## src/rtl/mi_issue_ctrl.sv

```systemverilog
// mi_issue_ctrl: NUM_LANES in-order issue control: load-use scoreboard, issue-mode FSM, lane kills.
// Optional saturating perf counters are built when MI_ISSUE_CTRL_PERF_EN is defined.
module mi_issue_ctrl #(
  parameter int unsigned NUM_LANES  = 2,
  parameter int unsigned REG_ADDR_W = 5,
  parameter int unsigned LOAD_LAT   = 1,
  parameter int unsigned COOLDOWN   = 4
) (
  input  logic                            clk,
  input  logic                            rst,
  input  logic [NUM_LANES-1:0]            lane_valid_i,
  input  logic [NUM_LANES*REG_ADDR_W-1:0] lane_rs1_i,
  input  logic [NUM_LANES*REG_ADDR_W-1:0] lane_rs2_i,
  input  logic [NUM_LANES-1:0]            lane_rs1_used_i,
  input  logic [NUM_LANES-1:0]            lane_rs2_used_i,
  input  logic [NUM_LANES-1:0]            load_issue_i,
  input  logic [NUM_LANES*REG_ADDR_W-1:0] load_rd_i,
  input  logic                            pi_id_ready_i,
  input  logic                            pi_ex_ready_i,
  input  logic                            pi_branch_taken_ex_i,
  input  logic                            pi_data_misaligned_i,
  input  logic                            pi_halt_id_i,
  input  logic                            pi_unusual_prevent_i,
  input  logic                            pi_unusual_kill_i,
  output logic [NUM_LANES-1:0]            lane_issue_en_o,
  output logic [NUM_LANES-1:0]            lane_stall_o,
  output logic [NUM_LANES-1:0]            lane_kill_o,
  output logic                            load_stall_o,
  output logic [1:0]                      mode_o,
  output logic [31:0]                     perf_stall_cnt_o,
  output logic [15:0]                     perf_kill_cnt_o
);

  localparam int unsigned CNT_W = 4;
  localparam logic [NUM_LANES-1:0] YOUNGER_MASK = ~NUM_LANES'(1);

  typedef enum logic [1:0] {
    ST_MULTI  = 2'b00,
    ST_SINGLE = 2'b01,
    ST_COOL   = 2'b10
  } state_t;

  state_t                r_state;
  state_t                w_state_nxt;
  logic [CNT_W-1:0]      r_cnt;
  logic [CNT_W-1:0]      w_cnt_nxt;
  logic                  r_sb_v  [NUM_LANES][LOAD_LAT];
  logic [REG_ADDR_W-1:0] r_sb_rd [NUM_LANES][LOAD_LAT];

  logic                  w_advance;
  logic                  w_multi_ok;
  logic [NUM_LANES-1:0]  w_hazard;
  logic [NUM_LANES-1:0]  w_stall;
  logic [NUM_LANES-1:0]  w_kill;
  logic [NUM_LANES-1:0]  w_issue_en;
  logic [NUM_LANES-1:0]  w_insert;

  assign w_advance  = pi_ex_ready_i & ~pi_data_misaligned_i;
  assign w_multi_ok = (r_state == ST_MULTI) & ~pi_unusual_prevent_i &
                      ~pi_data_misaligned_i & ~pi_halt_id_i;

  // Per-lane hazard: any used source matches any valid in-flight load of any lane.
  always_comb begin
    logic hit;
    w_hazard = '0;
    for (int unsigned k = 0; k < NUM_LANES; k++) begin
      hit = 1'b0;
      for (int unsigned j = 0; j < NUM_LANES; j++) begin
        for (int unsigned a = 0; a < LOAD_LAT; a++) begin
          if (r_sb_v[j][a]) begin
            if (lane_rs1_used_i[k] &&
                (lane_rs1_i[k*REG_ADDR_W +: REG_ADDR_W] == r_sb_rd[j][a])) begin
              hit = 1'b1;
            end
            if (lane_rs2_used_i[k] &&
                (lane_rs2_i[k*REG_ADDR_W +: REG_ADDR_W] == r_sb_rd[j][a])) begin
              hit = 1'b1;
            end
          end
        end
      end
      w_hazard[k] = hit & lane_valid_i[k];
    end
  end

  // In-order stall: a stalled lane holds back every younger lane.
  always_comb begin
    logic acc;
    acc     = 1'b0;
    w_stall = '0;
    for (int unsigned k = 0; k < NUM_LANES; k++) begin
      acc        = acc | w_hazard[k];
      w_stall[k] = acc;
    end
  end

  always_comb begin
    w_issue_en    = {NUM_LANES{w_multi_ok}};
    w_issue_en[0] = ~pi_halt_id_i;
  end

  assign w_kill = {NUM_LANES{pi_branch_taken_ex_i}} |
                  ({NUM_LANES{pi_unusual_kill_i}} & YOUNGER_MASK);

  always_comb begin
    w_insert = '0;
    for (int unsigned k = 0; k < NUM_LANES; k++) begin
      w_insert[k] = w_advance & pi_id_ready_i & lane_valid_i[k] & load_issue_i[k] &
                    w_issue_en[k] & ~w_stall[k] & ~w_kill[k] &
                    (load_rd_i[k*REG_ADDR_W +: REG_ADDR_W] != '0);
    end
  end

  // Scoreboard ages only on advancing cycles; the oldest age falls off the end.
  always_ff @(posedge clk) begin
    if (rst) begin
      for (int unsigned k = 0; k < NUM_LANES; k++) begin
        for (int unsigned a = 0; a < LOAD_LAT; a++) begin
          r_sb_v[k][a]  <= 1'b0;
          r_sb_rd[k][a] <= '0;
        end
      end
    end else if (w_advance) begin
      for (int unsigned k = 0; k < NUM_LANES; k++) begin
        for (int unsigned a = LOAD_LAT - 1; a > 0; a--) begin
          r_sb_v[k][a]  <= r_sb_v[k][a-1];
          r_sb_rd[k][a] <= r_sb_rd[k][a-1];
        end
        r_sb_v[k][0]  <= w_insert[k];
        r_sb_rd[k][0] <= load_rd_i[k*REG_ADDR_W +: REG_ADDR_W];
      end
    end
  end

  always_ff @(posedge clk) begin
    if (rst) begin
      r_state <= ST_MULTI;
      r_cnt   <= '0;
    end else begin
      r_state <= w_state_nxt;
      r_cnt   <= w_cnt_nxt;
    end
  end

  // Issue mode; a kill overrides everything and (re)starts the cooldown window.
  always_comb begin
    w_state_nxt = r_state;
    w_cnt_nxt   = r_cnt;
    if (pi_unusual_kill_i) begin
      w_state_nxt = ST_COOL;
      w_cnt_nxt   = CNT_W'(COOLDOWN - 1);
    end else begin
      case (r_state)
        ST_MULTI: begin
          if (pi_unusual_prevent_i) w_state_nxt = ST_SINGLE;
        end
        ST_SINGLE: begin
          if (!pi_unusual_prevent_i) w_state_nxt = ST_MULTI;
        end
        ST_COOL: begin
          if (!pi_halt_id_i) begin
            if (r_cnt == '0) begin
              w_state_nxt = pi_unusual_prevent_i ? ST_SINGLE : ST_MULTI;
            end else begin
              w_cnt_nxt = r_cnt - CNT_W'(1);
            end
          end
        end
        default: w_state_nxt = ST_MULTI;
      endcase
    end
  end

  assign lane_issue_en_o = rst ? '0 : w_issue_en;
  assign lane_stall_o    = rst ? '0 : w_stall;
  assign lane_kill_o     = rst ? '0 : w_kill;
  assign load_stall_o    = rst ? 1'b0 : w_stall[0];
  assign mode_o          = rst ? 2'b00 : r_state;

`ifdef MI_ISSUE_CTRL_PERF_EN
  logic [31:0] r_perf_stall;
  logic [15:0] r_perf_kill;

  always_ff @(posedge clk) begin
    if (rst) begin
      r_perf_stall <= '0;
      r_perf_kill  <= '0;
    end else begin
      if ((|w_stall) && (r_perf_stall != '1)) r_perf_stall <= r_perf_stall + 32'd1;
      if ((pi_unusual_kill_i | pi_branch_taken_ex_i) && (r_perf_kill != '1)) begin
        r_perf_kill <= r_perf_kill + 16'd1;
      end
    end
  end

  assign perf_stall_cnt_o = r_perf_stall;
  assign perf_kill_cnt_o  = r_perf_kill;
`else
  assign perf_stall_cnt_o = '0;
  assign perf_kill_cnt_o  = '0;
`endif

endmodule

```

## config.mk

```make
export PLATFORM = sky130hd
export DESIGN_NAME = mi_issue_ctrl
export DESIGN_NICKNAME = d
export VERILOG_FILES = /design/src/rtl/mi_issue_ctrl.sv
export SDC_FILE = /design/constraint.sdc
export NUM_CORES = 1
export LEC_CHECK = 0
export BUFFER_PORTS_ARGS = -buffer_cell sky130_fd_sc_hd__buf_4
export CAP_MARGIN = 20
export CORE_ASPECT_RATIO = 0.8
export CORE_MARGIN = 2
export CORE_UTILIZATION = 44
export CTS_CLUSTER_SIZE = 28
export DETAILED_ROUTE_END_ITERATION = 16
export GPL_TIMING_DRIVEN = 1
export PLACE_DENSITY = 0.79
export SYNTH_ARGS = -nofsm -noshare
export SYNTH_HDL_FRONTEND = slang
export SYNTH_SLANG_ARGS = --single-unit
```

## constraint.sdc

```tcl
create_clock -name clk -period 1.9 [get_ports clk]
set_input_delay 0.095 -clock clk [delete_from_list [all_inputs] [get_ports clk]]
set_output_delay 0.095 -clock clk [all_outputs]
set_load 0.005 [all_outputs]
```

==> impl_results.md <==
- DP Area: 1970 sq um
- Vias: 1,355
- Mapped Cells: 205
- CTS root buffer: clkbuf_8
- Most frequent cells in the layout: buf_4 (58), conb_1 (48), xnor2_1 (42), nor2_1 (16), edfxtp_1 (12)
- DR DRC count: 0
- Hold Crit Class: in -> reg
- Drt first pass iters: 4
- Period utilisation layout: 96.7%
- Layout area overhead: 20.5%
- I/O pin cnt: 104
- Largest net degree at the start of global routing: 17
- Latest clock arrival within the worst-skew pair: 250 ps
- Sequential area share after synthesis: 27.8%
- Most common cell after layout, fill and taps aside: buf_4
- Pins Over Slew Limit: 0
- Syn Area/Cell: 8.42 sq um
- Max Clock Skew: 4.96 ps
- Async set-reset flop share out of synthesis: 0%
- Worst VDD drop: 397 uV
- DR vias/cell: 4.41
- H-Tree Level Count: 1
- # fillers: 372
- Count of cell types in the netlist: 31
- Routed len/inst: 12.0 microns
- Dpl hpwl: 2910 microns
- Final core occ: 55.1%
- Worst Setup End Kind: primary output
- Reg2Reg Capture Point: r_sb_v[0][1]
- Post-synth EDFFs: 12
- Die Footprint: 4440 sq um
- Initial antenna violation count: 0
- CTS Buffer Depth: 2
- Final Cell Area: 2080 sq um
- GRT overflow: 0
- Starting density of the core: 45.7%
- Initial DRC count: 73
- # port buffers: 55
- Wirelength, routed: 3680 microns
- Critical path origin: r_sb_rd[0][9]
- F_max: 0.544 GHz
- Rel. slew slack: 66.4%
- Core Region: 3780 sq um
- CP max FO: 4
- Setup violators final: 0
- Yosys reg bits: 18
- Reg2reg setup slack: 170 ps
- Critical path type: reg -> out
- Tot GR Track Use: 15.8%
- Antenna diodes: 0
- Synth warnings: 0
- Vias in the first global route: 1,249
- Max-cap violations: 0
- CTS Sinks: 18
- DRT antenna net count: 0
- Row count: 20
- RePlAce Congestion: 0.869
- Crit path to: load_stall_o
- CP arrival: 1740 ps
- Worst-margin pin slew: 504 ps
- Final hold vios: 0
- Worst r2r src: r_state[0]
- Share of layout cells above drive strength 1: 28.2%
- Static Leak: 0.868 nW
- Status: completed
- Die extent in x: 74.0 microns
- Net count, final: 301
- Worst endpoint required time: 1800 ps
- Startpoint types: flop
- R2R cell count: 5
- Die Ht: 60.0 microns
- Clock buffer count from CTS: 3
- TritonCTS clock tree: done
- CTS clk-pin slew, worst paths: 70 ps
- Synthesized cell area: 1730 sq um
- Main flop type after synthesis: edfxtp_1
- Hold_buf cts: 0
- Minimum clock period: 1840 ps
- Pwr dens: 514 nW/um^2
- First-pass GRT wire length: 5370 microns
==> worst max-delay path, stage by stage (launching register included) <==
cell      delay, ps
edfxtp_1        520
xnor2_1         220
nand4_1         140
o22ai_2         240
o21ai_2          90
nor2_1          150
buf_4           130
==> report_power, final <==
group          leakage, nW  internal (mW)  switching (mW)  total (mW)
combinational        0.672          0.174           0.140       0.314
sequential           0.173          0.447          0.0435       0.491
clock               0.0231          0.143           0.121       0.264
==> synthesized netlist by cell type (all sizes together) (4+ instances only) <==
library cell	count	share of area (%)
and2	10	3.6
buf	50	22
clkbuf	12	2.6
dfxtp	6	7.0
edfxtp	12	21
nand2	6	1.3
nand3	7	2.0
nand4	9	3.3
nor2	16	3.5
o22ai	4	1.4
xnor2	42	21
==> sequential cells by signal, indices dropped and copies added, names as in the netlist <==
| signal | count |
|---|---|
| r_state | 2 |
| r_cnt | 4 |
| r_sb_rd | 10 |
| r_sb_v | 2 |
==> metal layers <==
metal | vias up | GRT usage (%) | wire length (microns)
met2 | 65 | 25.1 | 1710
met4 | 0 | 3.90 | 6
met1 | 617 | 21.9 | 1620
met5 | - | 0 | 0
met3 | 2 | 3.71 | 339
li1 | 671 | - | -
==> what timing repair did <==
| item | CTS | global route |
|---|---|---|
| resized for setup | 0 | 11 |
| endpoints found under the hold margin | 0 | 0 |
| endpoints found under the setup margin | 0 | 4 |
| setup buffers | 0 | 2 |
==> kinds of logic (layout without fill, tap and decap cells) <==
group	after synthesis	count (layout)	synth area share (%)
AND/OR/NAND/NOR	69	69	21.7
buffers and inverters	64	64	24.6
XOR/XNOR	43	43	21.8
flip-flops	18	18	27.8
AO/OA/AOI/OAI	9	9	3.12
adder cells (fa/ha/maj)	1	1	0.725
other	1	48	0.217
==> how the worst min path moves through the flow <==
stage | cells past startpoint | to | slack, ps | from
2_1_floorplan | 1 | lane_issue_en_o[0] | 220 | pi_halt_id_i
3_3_place_gp | 2 | r_cnt[3] | 340 | pi_unusual_kill_i
3_5_place_dp | 2 | r_cnt[3] | 340 | pi_unusual_kill_i
4_1_cts | 2 | r_cnt[3] | 80 | pi_unusual_kill_i
5_1_grt | 2 | r_cnt[3] | 100 | pi_unusual_kill_i
6_report | 2 | r_cnt[3] | 90 | pi_unusual_kill_i
==> cell type report <==
| class | instances | area [sq um] | area share (%) |
|---|---|---|---|
| clock inverter | 1 | 3.75 | 0.180 |
| inverter | 2 | 7.51 | 0.361 |
| multi-input combinational | 170 | 1040 | 50.1 |
| clock buffer | 3 | 41.3 | 1.98 |
| sequential | 18 | 482 | 23.2 |
| timing repair buffer | 58 | 435 | 20.9 |
| tap | 55 | 68.8 | 3.31 |
==> through the flow <==
stage	hold slack, ps	setup WS, ps	total power, mW	cells	setup TNS (ps)
after floorplan	217	183	0.740	252	0
after global placement	336	146	0.789	301	0
after detailed placement	344	120	0.795	301	0
after CTS	78.7	9.89	1.05	305	0
after global routing	99.9	-52.5	1.12	307	-120
final	85.0	61.9	1.07	307	0
No activity file was read; power rests on OpenSTA's default activity.
